--- src/rtl/instruction_memory_loadable.sv ---
// Loadable instruction store: registered fetch port plus a sequential valid/ready load port.
// Powers up and resets to the built-in default program.
module instruction_memory_loadable #(
    parameter int DATA_WIDTH = 8,
    parameter int ADDR_WIDTH = 8,
    parameter int DEPTH      = 32
) (
    input  logic                  input_Clock,
    input  logic                  input_Reset,
    input  logic                  input_Fetch_Valid,
    input  logic [ADDR_WIDTH-1:0] input_Address,
    output logic [DATA_WIDTH-1:0] output_Instruction,
    output logic                  output_Instruction_Valid,
    input  logic                  input_Load_Start,
    input  logic                  input_Load_Valid,
    input  logic [DATA_WIDTH-1:0] input_Load_Data,
    output logic                  output_Load_Ready,
    output logic                  output_Load_Done,
    output logic                  output_Busy
);

    localparam int PTR_W = (DEPTH > 1) ? $clog2(DEPTH) : 1;

    // Load handshake: a word transfers on a rising edge where
    // input_Load_Valid && output_Load_Ready; Ready is a pure state decode.
    typedef enum logic {
        ST_RUN  = 1'b0,
        ST_LOAD = 1'b1
    } state_e;

    state_e                  state_q, state_d;
    logic [PTR_W-1:0]        ptr_q, ptr_d;
    logic                    done_q, done_d;
    logic [DATA_WIDTH-1:0]   instr_q, instr_d;
    logic                    instr_valid_q, instr_valid_d;
    logic                    mem_we;
    logic [DATA_WIDTH-1:0]   mem_q [DEPTH];

    // Default bytes are zero-extended or truncated to DATA_WIDTH.
    function automatic logic [DATA_WIDTH-1:0] default_word(input int idx);
        logic [7:0]            b;
        logic [DATA_WIDTH-1:0] w;
        case (idx)
            0:       b = 8'h49;
            1:       b = 8'hC1;
            2:       b = 8'h18;
            3:       b = 8'hA9;
            4:       b = 8'h4D;
            default: b = 8'h00;
        endcase
        w = '0;
        for (int k = 0; k < DATA_WIDTH && k < 8; k++) begin
            w[k] = b[k];
        end
        return w;
    endfunction

    always_comb begin
        state_d       = state_q;
        ptr_d         = ptr_q;
        done_d        = 1'b0;
        mem_we        = 1'b0;
        instr_d       = instr_q;
        instr_valid_d = 1'b0;
        case (state_q)
            ST_RUN: begin
                if (input_Load_Start) begin
                    state_d = ST_LOAD;
                    ptr_d   = '0;
                end else if (input_Fetch_Valid) begin
                    instr_d       = mem_q[input_Address[PTR_W-1:0]];
                    instr_valid_d = 1'b1;
                end
            end
            ST_LOAD: begin
                // Start outranks a same-cycle transfer: the word is discarded.
                if (input_Load_Start) begin
                    ptr_d = '0;
                end else if (input_Load_Valid) begin
                    mem_we = 1'b1;
                    if (ptr_q == PTR_W'(DEPTH - 1)) begin
                        state_d = ST_RUN;
                        ptr_d   = '0;
                        done_d  = 1'b1;
                    end else begin
                        ptr_d = ptr_q + PTR_W'(1);
                    end
                end
            end
            default: state_d = ST_RUN;
        endcase
    end

    always_ff @(posedge input_Clock or posedge input_Reset) begin
        if (input_Reset) begin
            state_q       <= ST_RUN;
            ptr_q         <= '0;
            done_q        <= 1'b0;
            instr_q       <= '0;
            instr_valid_q <= 1'b0;
        end else begin
            state_q       <= state_d;
            ptr_q         <= ptr_d;
            done_q        <= done_d;
            instr_q       <= instr_d;
            instr_valid_q <= instr_valid_d;
        end
    end

    always_ff @(posedge input_Clock or posedge input_Reset) begin
        if (input_Reset) begin
            for (int i = 0; i < DEPTH; i++) begin
                mem_q[i] <= default_word(i);
            end
        end else if (mem_we) begin
            mem_q[ptr_q] <= input_Load_Data;
        end
    end

    assign output_Instruction       = instr_q;
    assign output_Instruction_Valid = instr_valid_q;
    assign output_Load_Ready        = (state_q == ST_LOAD);
    assign output_Busy              = (state_q == ST_LOAD);
    assign output_Load_Done         = done_q;

endmodule

--- config.mk ---
export PLATFORM = sky130hd
export DESIGN_NAME = instruction_memory_loadable
export DESIGN_NICKNAME = d
export VERILOG_FILES = /design/src/rtl/instruction_memory_loadable.sv
export SDC_FILE = /design/constraint.sdc
export NUM_CORES = 1
export LEC_CHECK = 0
export BUFFER_PORTS_ARGS = -buffer_cell sky130_fd_sc_hd__buf_2
export CAP_MARGIN = 15
export CORE_UTILIZATION = 45
export DETAILED_ROUTE_END_ITERATION = 12
export PLACE_DENSITY = 0.61
export SLEW_MARGIN = 10
export SYNTH_ARGS = -nofsm -noshare
export SYNTH_HDL_FRONTEND = slang
export SYNTH_SLANG_ARGS = --single-unit
export TNS_END_PERCENT = 100
--- constraint.sdc ---
create_clock -name input_Clock -period 20.6 [get_ports input_Clock]
set_input_delay 4.12 -clock input_Clock [delete_from_list [all_inputs] [get_ports input_Clock]]
set_output_delay 4.12 -clock input_Clock [all_outputs]
set_load 0.01 [all_outputs]
=== Word level (Yosys, flattened, before mapping) ===
Index checks and enable logic that the tools add are counted.

* Bits in registers: 272

* $add $sub $neg: 1
* Magnitude comparators: 3
* Eq/ne operators: 3
* Multiplexer cells: 26
* Bitwise operators: 4
* Reductions and logical operators: 3

{| class="wikitable"
|+ Operator list
! cell !! count
|-
| bitwise mux 256 bit || 1
|-
| binary-select mux 8 bit (select 5 bit) || 1
|-
| demux 8 bit (select 5 bit) || 1
|-
| 2-to-1 mux 8 bit || 3
|-
| 2-to-1 mux 5 bit || 4
|-
| 2-to-1 mux 1 bit || 14
|-
| greater-or-equal comparator 6 bit (second input constant) || 2
|-
| inverter 5 -> 6 bit || 2
|-
| one-hot mux 5 bit (2 select lines) || 1
|-
| < comparator 6 x 1 -> 1 bit (second input constant) || 1
|-
| adder 5 x 1 -> 5 bit (second input constant) || 1
|-
| equality test 5 bit (second input constant) || 1
|-
| inequality test 3 bit (second input constant) || 1
|-
| AND reduction 3 bit || 1
|-
| inequality test 2 bit (second input constant) || 1
|-
| inverter 1 bit || 2
|-
| one-hot mux 1 bit (2 select lines) || 1
|-
| AND reduction 2 bit || 1
|-
| logical AND 1 bit || 1
|}

=== Longest topological paths before layout ===
* Depth in word-level cells: 6
* Depth in mapped cells: 7
* Mapped depth without buffers: 6

=== Worst setup path before layout ===
No wires, ideal clock.

* Path kind: input -> register
* Start: input input_Address[1]
* End: register instr_q[0] (netlist: output_Instruction[0])
* Data arrival time: 5.307 ns
* Path slack: 15.156 ns
* Cell stages on the path: 6
* Cells stage by stage: nor2_1 clkbuf_1 clkbuf_1 a22oi_1 a21oi_1 o41ai_2

* Cells in the longest elaborated chain, start to end: 4

{| class="wikitable"
|+ Ends and longest elaborated chain
! item !! line !! source
|-
| start: declaration || 11 || <nowiki>input logic [ADDR_WIDTH-1:0] input_Address,</nowiki>
|-
| inverter 5 -> 6 bit (not written as such) || 71 || <nowiki>instr_d = mem_q[input_Address[PTR_W-1:0]];</nowiki>
|-
| binary-select mux 8 bit (select 5 bit) || 71 ||
|-
| 2-to-1 mux 8 bit (not written as such) (2 in a row) || 71 ||
|-
| end signal: assignment || 105 || <nowiki>instr_q <= instr_d;</nowiki>
|-
| end: declaration || 34 || <nowiki>logic [DATA_WIDTH-1:0] instr_q, instr_d;</nowiki>
|}

No other way between the ends. The select of a mux whose other input is x is not followed.
A chain may end at the register's enable or synchronous reset.

=== Worst setup path after layout ===
* Start: input input_Address[0]
* End: register instr_q[6] (netlist: output_Instruction[6])

The elaborated chain is that of the path after synthesis.

==> impl_metrics.json <==
{
  "timing.final.hold_violations": 0,
  "crit_required_ns": 21.04,
  "post_detailed_routing_wire_length_um": 29500,
  "cp-start-kind": "primary input",
  "setup_viol": 0,
  "postRouteAntennaNets": 0,
  "drc": 0,
  "p_sw_share_pct": 23.7,
  "r2r_start": "ptr_q[0]$_DFFE_PP0P_",
  "min_path_type": "flip-flop to flip-flop",
  "power.total_uw": 1160,
  "dieArea_um2": 29100,
  "cts_tree": "done",
  "critical_path_class": "primary input to flip-flop",
  "global_route_wire_length_before_repair_um": 46500,
  "period_minus_slack_ns": 6.85,
  "die_x_um": 170,
  "combinational_power_share_pct": 7.9,
  "clock-sinks": 272,
  "path_clk_slew_ns": 0.06,
  "final_common_cell": "dfrtp_1",
  "sum_of_buffers_and_inverters_on_the_critical_path": 2,
  "num-fill-cells": 2507,
  "cts_htree_levels": 1,
  "synth_cell_types": 41,
  "cp_data_arrival_time_ns": 7.29,
  "synth_edf_count": 0,
  "cap_viol_max_count": 0,
  "power.sequential.fraction_pct": 49.0,
  "fin_setup_tns_ns": 0,
  "die_height_um": 170,
  "start_util_pct": 45.9,
  "number_of_nets_in_the_layout": 946,
  "p_int_uw": 883,
  "crit_path_max_fanout": 79,
  "syn-num-nets": 944,
  "fraction_of_layout_cells_with_a_size_suffix_above_1_pct": 34.1,
  "synthFlopType": "dfrtp_1",
  "seq_area_frac_synth_pct": 53.4,
  "hpwlAfterDp_um": 17200,
  "global_route.usage.total_pct": 21.3,
  "fin_worst_skew_ns": 0.0114,
  "mappedNetlistArea_um2": 12800,
  "clk-insertion-delay-late_ns": 0.54,
  "timing.max_slew.rel_slack_pct": 28.6,
  "cp_slowest_cell": "buf_4",
  "buffer_count_from_post_cts_setup_fixing": 0,
  "final.period_utilization_pct": 33.2,
  "worst_setup_path_startpoint": "input_Address[0]",
  "p_switching_uw": 274,
  "run_status": "finished clean",
  "final_max_slew_violation_count": 0,
  "ioPinCount": 33,
  "area_growth_pct": 9.68,
  "post_cts_resized": 0,
  "clock_tree.root_cell": "clkbuf_16",
  "max-vdd-ir-drop_uv": 62.8,
  "deepest_clock_path_buffer_count": 3,
  "yosys_warnings": 0,
  "worst-slew-pin-transition_ns": 1.07,
  "pin_count_of_the_biggest_net_entering_global_routing": 134,
  "synth-seq-cells": 272,
  "leftover_overflow_at_the_end_of_global_routing": 0,
  "gpl.final_weighted_congestion": 0.771,
  "path_cells": "buf_6, buf_4, mux2i_1, a22o_1, a221oi_1, o22ai_1, o41ai_2",
  "power_density_nw_per_um2": 82.6,
  "worst_hold_startpoint": "mem_q[249]$_DFFE_PP0P_",
  "ys_async_sr_fraction_pct": 100,
  "hold-worst-slack_ns": 0.487,
  "timing.critical_path.to_type": "flip-flop",
  "io_buffers": 29,
  "syn_area_per_cell_um2": 13.9,
  "rsz0062_at_grt": "no",
  "path_delay_family": "buffers and inverters",
  "routed_wire_length_per_instance_um": 22.4,
  "mostFrequentLayoutCells": "dfrtp_1, mux2_2, mux2i_1",
  "initial_antenna_violation_count": 0,
  "post_synth_inst_count": 917,
  "drt_first_pass_iters": 6,
  "power.share.clock_pct": 43.1,
  "cts_inserted_buffers": 28,
  "drt-initial-drc-count": 470,
  "vias": 7539,
  "total_leakage_power_uw": 0.00690,
  "hold_fix_buffers_at_cts": 0,
  "via_per_inst": 5.72,
  "peak_clock_frequency_supported_by_timing_ghz": 0.146,
  "first_global_vias": 7735,
  "core.rowCount": 61,
  "crit_path_max_incr_delay_ns": 0.84,
  "placeableCoreArea_um2": 27900
}
-- power groups by stage --
stage	clock, µW	sequential, µW	combinational [µW]
after floorplan	0	575	65.9
after global placement	0	576	91.1
after detailed placement	0	576	92.2
after CTS	509	567	92.5
after global routing	533	569	100
final	499	567	91.1
-- registers in the layout (all words and copies together), names as in the netlist --
| name | cells |
|---|---|
| output_Instruction | 8 |
| output_Load_Done | 1 |
| output_Busy | 1 |
| ptr_q | 5 |
| output_Instruction_Valid | 1 |
| mem_q | 256 |
-- synthesized netlist by cell type, drive strengths merged, types with 4 or more instances --
library cell  instances  share of area [%]
ha                    6               0.59
a21oi                21               0.82
and2                  4               0.20
o41ai                 8                1.0
mux2i               128                 10
mux2                256                 23
nor2                 22                1.4
dfrtp               256                 50
o22ai                 8               0.39
inv                   4               0.12
buf                  26                1.6
dfstp                16                3.3
a221oi               16                1.2
a22o                 16                1.1
a22oi                32                1.9
clkbuf               38                1.1
nor3b                 4               0.24
nand2                32               0.96
-- per-layer routing --
metal	vias up	GRT usage (%)	wire length, µm
met5	-	0	0
met4	0	5.80	624
met3	40	2.88	1120
met2	151	33.7	13400
met1	3970	30.7	14400
li1	3378	-	-
-- through the flow --
stage / util [%] / cells / setup slack, ns / area [µm²]
floorplan: - / 917 / 9.01 / 12800
global placement: 47.1 / 1267 / 13.20 / 13100
detailed placement: 47.1 / 1267 / 13.16 / 13100
CTS: 50.3 / 1317 / 13.72 / 14000
global route: 50.3 / 1317 / 13.59 / 14000
finish: 50.3 / 1318 / 13.75 / 14000
-- cell families (layout without fill, tap and decap cells) --
kind of cell | Yosys count | after routing | synth area share, %
buf+inv | 68 | 90 | 2.91
simple gates | 82 | 82 | 3.82
mux | 384 | 384 | 32.6
flops | 272 | 272 | 53.4
compound gates | 105 | 105 | 6.64
fa+ha+maj | 6 | 6 | 0.588
other cells | 0 | 1 | 0
-- worst paths after layout --
path	to	slack [ns]	cells past startpoint
min	mem_q[249]$_DFFE_PP0P_	0.49	1
max	output_Instruction[6]$_DFFE_PP0P_	13.75	7
min in group asynchronous	mem_q[114]$_DFFE_PP0P_	3.73	2
max in group asynchronous	mem_q[30]$_DFFE_PP0P_	15.29	3
min reg2reg	mem_q[249]$_DFFE_PP0P_	0.49	1
max reg2reg	mem_q[5]$_DFFE_PP0P_	18.39	4
-- area by class of cell --
type | count | area [µm²] | area share, %
Antenna cell | 1 | 2.50 | 0.0179
Timing Repair Buffer | 36 | 204 | 1.46
Clock inverter | 5 | 52.6 | 0.375
Multi-Input combinational cell | 577 | 5580 | 39.8
Inverter | 4 | 22.5 | 0.161
Tap cell | 378 | 473 | 3.38
Clock buffer | 45 | 846 | 6.04
Sequential cell | 272 | 6830 | 48.7
Note: power is estimated with default switching activity, not from simulation.
